<file path="src/rtl/gf163_mult_arbiter.sv">
// Purpose: round-robin share of one GF(2^163) multiplier among NREQ requesters, with a watchdog.
// Latency: grant 1 cycle after req; rsp_valid 1 cycle after mul_done; RELEASE+IDLE keep start low >=2 cycles.
// Backpressure: req is a held level; only IDLE samples it, and dropping the granted req aborts the operation.
module gf163_mult_arbiter #(
  parameter int NREQ    = 4,
  parameter int M       = 163,
  parameter int TIMEOUT = 200
) (
  input  logic                clk,
  input  logic                rst,
  input  logic [NREQ-1:0]     req,
  input  logic [NREQ*M-1:0]   op_a,
  input  logic [NREQ*M-1:0]   op_b,
  output logic [NREQ-1:0]     gnt,
  output logic [NREQ-1:0]     rsp_valid,
  output logic [M-1:0]        rsp_data,
  output logic                err,
  output logic                busy,
  output logic                mul_start,
  output logic [M-1:0]        mul_a,
  output logic [M-1:0]        mul_b,
  input  logic [M-1:0]        mul_z,
  input  logic                mul_done
);

  localparam int IW = (NREQ > 1) ? $clog2(NREQ) : 1;
  localparam int WW = $clog2(TIMEOUT + 1);
  localparam logic [WW-1:0] WD_LAST  = WW'(TIMEOUT - 1);
  localparam logic [IW-1:0] IDX_LAST = IW'(NREQ - 1);

  typedef enum logic [1:0] {IDLE, ISSUE, RESP, RELEASE} state_t;

  state_t          state_q;
  logic [IW-1:0]   rr_q;
  logic [IW-1:0]   gidx_q;
  logic [WW-1:0]   wd_q;
  logic [NREQ-1:0] gnt_q;
  logic [NREQ-1:0] rsp_valid_q;
  logic [M-1:0]    rsp_data_q;
  logic            err_q;
  logic            mul_start_q;
  logic [M-1:0]    mul_a_q;
  logic [M-1:0]    mul_b_q;

  // next-grant candidates computed from the current rr pointer
  logic            found_d;
  logic [IW-1:0]   gidx_d;
  logic [NREQ-1:0] gnt_d;
  logic [IW-1:0]   scan_idx;
  logic [M-1:0]    a_arr [NREQ];
  logic [M-1:0]    b_arr [NREQ];

  // unpack the flat operand buses so the winner can be selected by index
  always_comb begin
    for (int i = 0; i < NREQ; i++) begin
      a_arr[i] = op_a[i*M +: M];
      b_arr[i] = op_b[i*M +: M];
    end
  end

  // round-robin search: first set req bit starting at rr_q, wrapping around
  always_comb begin
    found_d  = 1'b0;
    gidx_d   = '0;
    scan_idx = '0;
    for (int k = 0; k < NREQ; k++) begin
      scan_idx = IW'((int'(rr_q) + k) % NREQ);
      if (!found_d && req[scan_idx]) begin
        found_d = 1'b1;
        gidx_d  = scan_idx;
      end
    end
    gnt_d = {{(NREQ-1){1'b0}}, 1'b1} << gidx_d;
  end

  // control FSM; every output is a register so the multiplier sees glitch-free start/operands
  always_ff @(posedge clk or posedge rst) begin
    if (rst) begin
      state_q     <= IDLE;
      rr_q        <= '0;
      gidx_q      <= '0;
      wd_q        <= '0;
      gnt_q       <= '0;
      rsp_valid_q <= '0;
      rsp_data_q  <= '0;
      err_q       <= 1'b0;
      mul_start_q <= 1'b0;
      mul_a_q     <= '0;
      mul_b_q     <= '0;
    end else begin
      rsp_valid_q <= '0;
      err_q       <= 1'b0;
      case (state_q)
        IDLE: begin
          if (found_d) begin
            gidx_q      <= gidx_d;
            gnt_q       <= gnt_d;
            mul_a_q     <= a_arr[gidx_d];
            mul_b_q     <= b_arr[gidx_d];
            mul_start_q <= 1'b1;
            wd_q        <= '0;
            state_q     <= ISSUE;
          end
        end
        ISSUE: begin
          wd_q <= wd_q + WW'(1);
          // completion wins over abandonment and timeout in the same cycle
          if (mul_done) begin
            rsp_data_q  <= mul_z;
            rsp_valid_q <= gnt_q;
            mul_start_q <= 1'b0;
            state_q     <= RESP;
          end else if (!req[gidx_q]) begin
            mul_start_q <= 1'b0;
            gnt_q       <= '0;
            state_q     <= RELEASE;
          end else if (wd_q == WD_LAST) begin
            err_q       <= 1'b1;
            mul_start_q <= 1'b0;
            gnt_q       <= '0;
            state_q     <= RELEASE;
          end
        end
        RESP: begin
          gnt_q   <= '0;
          state_q <= RELEASE;
        end
        RELEASE: begin
          rr_q    <= (gidx_q == IDX_LAST) ? '0 : gidx_q + IW'(1);
          wd_q    <= '0;
          state_q <= IDLE;
        end
        default: state_q <= IDLE;
      endcase
    end
  end

  assign gnt       = gnt_q;
  assign rsp_valid = rsp_valid_q;
  assign rsp_data  = rsp_data_q;
  assign err       = err_q;
  assign busy      = (state_q != IDLE);
  assign mul_start = mul_start_q;
  assign mul_a     = mul_a_q;
  assign mul_b     = mul_b_q;

endmodule

</file>
<file path="config.mk">
export PLATFORM = sky130hd
export DESIGN_NAME = gf163_mult_arbiter
export DESIGN_NICKNAME = d
export VERILOG_FILES = /design/src/rtl/gf163_mult_arbiter.sv
export SDC_FILE = /design/constraint.sdc
export NUM_CORES = 1
export LEC_CHECK = 0
export BUFFER_PORTS_ARGS = -buffer_cell sky130_fd_sc_hd__buf_2
export CAP_MARGIN = 25
export CORE_AREA = 2 2 780 782
export DETAILED_ROUTE_END_ITERATION = 6
export DIE_AREA = 0 0 782 784
export PLACE_DENSITY = 0.3
export SLEW_MARGIN = 20
export SYNTH_ARGS = -nofsm -noshare
export SYNTH_HDL_FRONTEND = slang
export SYNTH_SLANG_ARGS = --single-unit
</file>
<file path="constraint.sdc">
create_clock -name clk -period 17.7 [get_ports clk]
set_input_delay 0.885 -clock clk [delete_from_list [all_inputs] [get_ports clk]]
set_output_delay 0.885 -clock clk [all_outputs]
set_load 0.03 [all_outputs]
</file>
-- Word level (Yosys, flattened, before mapping)
Cells that the tools add are included.
- bits of input ports: 1474
- register bits: 513
- output and inout port bits: 500
- add/subtract/negate cells: 5
- multiplexer cells: 48
- reductions and logical operators: 17
- bitwise gates (word level): 1
- magnitude comparators: 6
- equal/unequal tests: 9
- shift-type cells: 1
- operator list (kind ; count):
    binary-select mux 163 bit (select 2 bit) ; 2
    two-way mux 163 bit ; 4
    two-way mux 4 bit ; 6
    case mux 8 bit (3 select lines) ; 1
    two-way mux 2 bit ; 9
    two-way mux 1 bit ; 17
    < comparator 2 x 3 -> 1 bit (second input constant) ; 5
    case mux 4 bit (3 select lines) ; 1
    binary-select mux 1 bit (select 2 bit) ; 5
    adder 8 x 1 -> 8 bit (second input constant) ; 1
    equality test 8 bit (second input constant) ; 1
    two-way mux 8 bit ; 1
    case mux 2 bit (4 select lines) ; 1
    AND reduction 2 bit ; 4
    equality test 2 bit (second input constant) ; 3
    nonzero test 3 bit ; 2
    adder 2 x 1 -> 2 bit (second input constant) ; 2
    adder 2 bit (second input constant) ; 2
    inequality test 2 bit (second input constant) ; 2
    inequality test 4 bit (second input constant) ; 1
    AND reduction 4 bit ; 1
    nonzero test 2 bit ; 2
    << shifter 1 x 2 -> 4 bit (first input constant) ; 1
    >= comparator 3 bit (second input constant) ; 1
    other kinds (8) ; 12

-- Longest topological paths before layout
Gate-level depths: netlist (run 1).
- depth after elaboration: 16
- depth in mapped cells: 9
- depth with buffers taken out: 6

-- Worst setup path after synthesis (run 1)
No wires, ideal clock.
- kind: in2reg
- start: input port req[3]
- end: register state_q[1]
- data required time: 17.573 ns
- stages: 5
- path slack: 15.321 ns
- data arrival time: 2.252 ns
- cell sequence: buf_2 -> mux4_2 -> nor2b_1 -> a32o_1 -> mux2_1
- word-level cells in the longest chain between the ends: 14
- elaborated cells on any way between the ends: 26
- those cells by class: eq/ne (2); mux (17); reduce/logical (7)
- ends and longest elaborated chain (what ; RTL line ; source):
    start, declared ; 11 ; input logic [NREQ-1:0] req,
    binary-select mux 1 bit (select 2 bit) ; 68 ; if (!found_d && req[scan_idx]) begin
    two-way mux 1 bit (implied by the code) ; 68 ;
    two-way mux 1 bit ; 68 ;
    zero test 1 bit ; 68 ;
    logical AND 1 bit ; 68 ;
    two-way mux 1 bit ; 68 ;
    zero test 1 bit ; 68 ;
    logical AND 1 bit ; 68 ;
    two-way mux 1 bit ; 68 ;
    zero test 1 bit ; 68 ;
    logical AND 1 bit ; 68 ;
    two-way mux 1 bit ; 68 ;
    inequality test 2 bit (no source line) ; -- ;
    AND reduction 2 bit (no source line) ; -- ;
    end signal, assigned ; 79 ; state_q <= IDLE;
    end signal, assigned ; 102 ; state_q <= ISSUE;
    end signal, assigned ; 112 ; state_q <= RESP;
    end, declared ; 33 ; state_t state_q;
Parallel ways exist; a longest one is shown, timed or not. The select of a mux whose other input is x is not followed.
A chain may end at the register's enable or synchronous reset.

-- Final worst setup path (run 1)
- start: register state_q[0]
- end: register mul_b_q[72] (netlist: mul_b[72])
- word-level cells in the longest chain between the ends: 2
- ends and longest elaborated chain (what ; RTL line ; source):
    zero test 2 bit ; 93 ; case (state_q)
    AND reduction 2 bit (no source line) ; -- ;
    end signal, assigned ; 99 ; mul_b_q <= b_arr[gidx_d];
    end, declared ; 43 ; logic [M-1:0] mul_b_q;
No other way between the ends.

==> results of run 1 <==
-- critical path, delay by kind of cell (launching register included) --
| kind | cells | cell delay [ns] |
|---|---|---|
| flops | 1 | 0.42 |
| buf+inv | 5 | 2.68 |
| fa+ha+maj | 1 | 0.37 |
| simple gates | 1 | 0.31 |
| compound gates | 2 | 0.34 |
-- per-stage QoR --
stage               power, mW  util, %  worst slack, ns  cells  hold WS (ns)
floorplan                5.11        -             2.49   2819         0.468
global placement         8.41     7.92            12.66  12656         0.483
detailed placement       8.39     7.93            12.70  12660         0.487
CTS                      10.4     8.41            13.09  12816        0.0985
global route             10.7     8.47            12.70  12965         0.146
finish                   10.1     8.52            13.10  13067         0.187
-- state kept, by name, indices dropped and copies added (netlist names) --
name       cells
mul_a        163
mul_b        163
rsp_data     163
wd_q           8
gnt            4
rsp_valid      4
gidx_q         2
rr_q           2
state_q        2
err            1
mul_start      1
-- final cells by class --
type	instances	area share (%)
clock inverter	21	0.539
multi-input combinational	2011	27.8
timing repair buffer	2064	20.7
tap	8064	19.6
clock buffer	135	5.15
inverter	8	0.0729
sequential	513	24.9
antenna	251	1.22
-- cell families after synthesis --
family / share of synthesized area, %
fa+ha+maj: 0.309
simple gates: 7.83
compound gates: 23.4
buf+inv: 4.69
mux: 18.4
flops: 45.4
-- where the power goes --
group          internal, mW  switching, mW  total [mW]  leakage [nW]
logic                  1.55           4.57        6.12          14.0
clock network          1.10          0.786        1.89          1.43
registers              1.72          0.405        2.13          5.68
total                  4.37           5.77        10.1          21.1
-- cell usage after synthesis (7+ instances only) --
cell type / n / area, um2
mux2_2: 167 / 1880
o21ai_1: 11 / 55.1
o21ai_0: 329 / 1650
inv_1: 8 / 30.0
mux2i_1: 329 / 3290
and3_1: 112 / 701
nor2_1: 336 / 1260
nand2_1: 16 / 60.1
ha_1: 7 / 87.6
dfrtp_1: 513 / 12800
a211oi_1: 105 / 788
o22ai_1: 326 / 2040
buf_2: 128 / 641
a221oi_1: 222 / 1940
clkbuf_1: 149 / 559
-- routing by layer --
metal  track usage [%]  vias up  part of all wire, %  wire length (um)
li1                  -    14911                    -                 -
met1              17.1    18467                   40            182000
met2              21.9     3008                   44            199000
met3              6.65     1026                   12             53600
met4              5.10      168                  4.4             20100
met5                 0        -                 0.26              1170
-- path summary, 6_finish.rpt --
kind,from,end,slack [ns],cells past startpoint
max in group asynchronous,rst,mul_b[16],14.85,5
max,state_q[0],mul_b[72],13.10,9
min reg2reg,rsp_data[73],rsp_data[73],0.50,1
min in group clk,op_a[360],mul_a[34],0.30,3
max reg2reg,state_q[0],mul_b[72],13.10,9
min,rst,mul_a[157],0.19,2
==> flow_summary.yaml, run 1 <==
status:
  status: "finished clean"
synthesis:
  synth_nets: 4300
  synth_edf_count: 0
  synth-seq-cells: 513
  synth_area_um2: 28300
  synth-main-ff-cell: "dfrtp_1"
  synthArstFlopShare_pct: 100
  syn-instance-count: 2819
  syn_area_per_cell_um2: 10.0
  yosys_warnings: 0
  synth-seq-area-share_pct: 45.4
  synth_cell_types: 45
sta:
  fin_crit_sh_pct: 26.0
  finClkSkew_ns: 0.115
  setup-violations-final: 0
  period_minus_slack_ns: 4.60
  tightest_slew_ns: 1.26
  tns_ns: 0
  rsz0062_at_grt: "false"
  finalHoldViolations: 0
  fmax_mhz: 218
  finalMaxSlewViolations: 0
  relSlewSlack_pct: 13.3
routing:
  initialDrtViolationCount: 3776
  via_count: 37580
  wl_per_cell_um: 34.9
  first_pass_iters: 5
  drc: 0
  drt-total-wl_um: 456000
  ant_nets: 0
  avgViaCountPerCell: 2.88
global_routing:
  antenna_found_initial: 541
  grt_overflow: 0
  grt_usage_pct: 14.2
  grt_pass1_vias: 34025
  grt_start_max_net_pins: 127
  grt_pass1_wl_um: 534000
power:
  powerDensity_nw_per_um2: 197
  ir_worst_vdd_mv: 0.0806
  power.leakage_nw: 21.1
worst_setup_path:
  critical_path.slowest_cell: "buf_4"
  cp_cell_sequence: "inv_1 -> ha_1 -> inv_1 -> nor2_4 -> buf_4 -> buf_4 -> buf_4 -> o21ai_0 -> o22ai_1"
  cp-start-kind: "flip-flop"
  worstSetupPathType: "reg2reg"
  slowest_delay_ns: 0.82
  end_kind: "flip-flop"
  cpMostUsedCell: "buf_4"
  path_max_fanout: 89
  arrival_ns: 5.31
  crit_required_ns: 18.42
final_layout:
  drive_gt1_share_pct: 50.5
  fillers: 71025
  most-common-layout-cells: "buf_2 (1973), dfrtp_1 (513), nor2_1 (335)"
  final_common_cell: "buf_2"
  final_area_um2: 51500
  regArea_um2: 12800
  fin_nets: 6169
  multi_input_area_um2: 14300
  syn2layout_area_growth_pct: 81.9
clocking:
  cts_tree: "yes"
  clk_pin_slew_worst_paths_ns: 0.06
  clk_path_buf_depth: 4
  htreeDepth: 3
  cts_hold_buf: 0
  post-cts-setup-buffers: 0
  cts-buffers-inserted: 90
  clock-sinks: 513
  cts-resized-gates: 0
  insertion_delay_ns: 0.88
  cts.root.buffer_cell: "clkbuf_16"
floorplanning:
  rows: 286
  die_w_um: 782
  die_h_um: 784
  core-area_um2: 605000
  io-pin-count: 1974
  initial_core_util_pct: 4.68
  die-area_um2: 613000
hold_path:
  hold_path.class: "in2async"
place:
  hpwlAfterDp_um: 404000
  place_area_um2: 47900
  io_buffers: 1973
  gp_congestion: 1.06
run:
  maxCapViolations: 0
Power figures use the tool's default switching activity.
==> inputs of run 2 (changes only) <==
- ABC_AREA: default -> 1
- CORE_AREA: 2 2 780 782 -> 2 2 770 772
- DIE_AREA: 0 0 782 784 -> 0 0 772 774
- PLACE_DENSITY: 0.3 -> 0.32
- clock period: 17.7 -> 3.7 ns (I/O delays scaled with it)
==> run 2 against run 1 <==
  * The flow now finishes with violations (antenna rules)
  * Register-to-register slack got worse by 13 ns
  * Sequential power rose to 4.7 times the previous value
  * Wire length rose by 7.1%
  * Clock skew fell by 0.057 ns
  * Utilization rose by 3.5 points
  * Die area fell by 2.5%
  * Largest cell class is now buffers
  * Highest routed layer unchanged
==> flow_summary.yaml, run 2 <==
worst_setup_path:
  crit_required_ns: 4.49
  cp-start-kind: "flip-flop"
  path_max_fanout: 30
  end_kind: "flip-flop"
  arrival_ns: 4.38
  critical_path.slowest_cell: "dlygate4sd3_1"
  r2r-start: "rr_q[0]"
  slowest_delay_ns: 0.63
  cpMostUsedCell: "nand2_1"
  cp_cell_sequence: "inv_2 -> nand2_1 -> nand3_1 -> nand2_2 -> nor2_4 -> nand3_2 -> nand2_8 -> buf_16 -> buf_4 -> nand3_1 -> nand2_1 -> dlygate4sd3_1 -> nand2_1 -> nand2_1 -> nand2_1 -> nand2_1"
  startpoint: "rr_q[0]"
  worstSetupPathType: "reg2reg"
status:
  status: "complete, but fails checks"
  violations: "antenna rules"
synthesis:
  synth_top_area_share_pct: 39.1
  synth_commonest_cells: "nand2_1 (3321), nand3_1 (664), dfrtp_1 (513)"
  synth-seq-area-share_pct: 39.1
  synth_most_common_cell: "nand2_1"
  synth_area_um2: 32900
  synth-main-ff-cell: "dfrtp_1"
  yosys_warnings: 0
  syn_area_per_cell_um2: 6.39
  ys_top_cells_by_area: "dfrtp_1 (39%), nand2_1 (38%), nand3_1 (10%)"
  yosysTopAreaCell: "dfrtp_1"
  synth_cell_types: 29
  synth_edf_count: 0
  synth_nets: 6624
  synth-seq-cells: 513
  synthArstFlopShare_pct: 100
  syn-instance-count: 5143
sta:
  relSlewSlack_pct: 14.0
  rsz0062_at_grt: "true"
  period_minus_slack_ns: 3.60
  fin_crit_sh_pct: 97.2
  finalHoldViolations: 0
  setup-violations-final: 0
  final.setup.worst_slack_ns: 0.104
  fmax_mhz: 278
  finalMaxSlewViolations: 0
  tightest_slew_ns: 1.29
  finClkSkew_ns: 0.0576
  tns_ns: 0
power:
  p_int_mw: 34.0
  swShare_pct: 58.5
  ir_worst_vdd_mv: 0.744
  p_switching_mw: 48.0
  p_seq_share_pct: 12.3
  p_clk_share_pct: 11.3
  combPwrFrac_pct: 76.4
  powerDensity_nw_per_um2: 1160
  power.leakage_nw: 35.4
hold_path:
  worstHoldStart: "op_a[478]"
  hold_path.class: "in2reg"
final_layout:
  syn2layout_area_growth_pct: 115
  drive_gt1_share_pct: 29.2
  fin_util_pct: 12.0
  final_area_um2: 70700
  fin_nets: 9859
  most-common-layout-cells: "nand2_1 (3319), buf_2 (1973), dlygate4sd3_1 (1385)"
  final_common_cell: "nand2_1"
floorplanning:
  die-area_um2: 598000
  die_w_um: 772
  initial_core_util_pct: 5.58
  die_h_um: 774
  rows: 282
  core-area_um2: 589000
  io-pin-count: 1974
place:
  post-place-ws_ns: 0.168
  gp_congestion: 1.04
  hpwlAfterDp_um: 423000
  place_area_um2: 52500
  io_buffers: 1973
routing:
  via_count: 51725
  initialDrtViolationCount: 3641
  avgViaCountPerCell: 3.11
  wl_per_cell_um: 29.4
  drt-total-wl_um: 488000
  drc: 0
  ant_nets: 1
  first_pass_iters: 5
global_routing:
  grt_start_max_net_pins: 134
  grt_overflow: 0
  grt_pass1_wl_um: 590000
  grt_pass1_vias: 50733
  grt_usage_pct: 15.5
  antenna_found_initial: 539
clocking:
  htreeDepth: 3
  clk_path_buf_depth: 4
  cts_tree: "yes"
  clock-sinks: 513
  cts-buffers-inserted: 91
  cts.root.buffer_cell: "clkbuf_16"
  insertion_delay_ns: 0.86
  clk_pin_slew_worst_paths_ns: 0.07
run:
  maxCapViolations: 0
## run 2: what timing repair did
item / 4_1_cts / 5_1_grt
hold endpoints to repair: 581 / 0
hold buffers: 1385 / 0
endpoints found under the setup margin: 0 / 185
setup buffers: 0 / 12
resized for setup: 0 / 31
## run 2: metal layers
metal / global-route usage (%) / up-vias / wire length (um)
met2: 24.4 / 2915 / 212000
met5: 0 / - / 2810
li1: - / 22999 / -
met1: 17.4 / 24448 / 188000
met4: 6.35 / 262 / 25800
met3: 8.23 / 1101 / 59800
## run 2: worst paths after layout
kind | slack (ns) | depth (start not counted) | to
max in group asynchronous | 2.44 | 5 | mul_b[55]
max | 0.10 | 16 | mul_b[101]
min | 0.03 | 7 | mul_a[152]
min reg2reg | 0.47 | 2 | mul_a[17]
max reg2reg | 0.10 | 16 | mul_b[101]
min in group asynchronous | 0.55 | 4 | rsp_data[58]
## run 2: cell families (layout without fill, tap and decap cells)
family / after synthesis / after routing / synth area share, %
other: 0 / 376 / 0
AOI/OAI and AO/OA: 28 / 28 / 0.483
muxes: 163 / 163 / 5.58
and+or+nand+nor: 4018 / 4019 / 48.6
adders and majority gates: 7 / 7 / 0.266
buffers and inverters: 409 / 3712 / 5.92
xor gates and xnor gates: 5 / 5 / 0.133
DFF: 513 / 513 / 39.1
## run 2: area by class of cell
class	instances	area, um2
clock inverters	34	402
repair buffers	3521	25800
inverters	29	120
clock buffers	128	2650
multi-input cells	4222	18200
fillers	69128	518000
flip-flops and latches	513	12800
well taps	7810	9770
diodes	376	941
## run 2: critical path, delay by kind of cell (launching register included)
kind | cells | cell delay [ns]
simple gates | 12 | 1.68
flops | 1 | 0.40
buf+inv | 4 | 1.42
## run 2: power groups by stage
stage          logic (mW)  clock network [mW]  registers, mW
6_report             62.7                9.23           10.1
5_1_grt              68.0                9.73           10.4
4_1_cts              62.4                9.62           10.1
3_5_place_dp         54.6                   0           10.1
3_3_place_gp         54.9                   0           10.1
2_1_floorplan        24.4                   0           14.6
## run 2: per-stage QoR
step	instances	hold WS (ns)	power (mW)
5_1_grt	16422	0.0499	88.1
3_3_place_gp	14693	0.416	65.0
3_5_place_dp	14693	0.420	64.8
2_1_floorplan	5143	0.256	38.9
4_1_cts	16240	0.00106	82.1
6_report	16633	0.0265	82.0
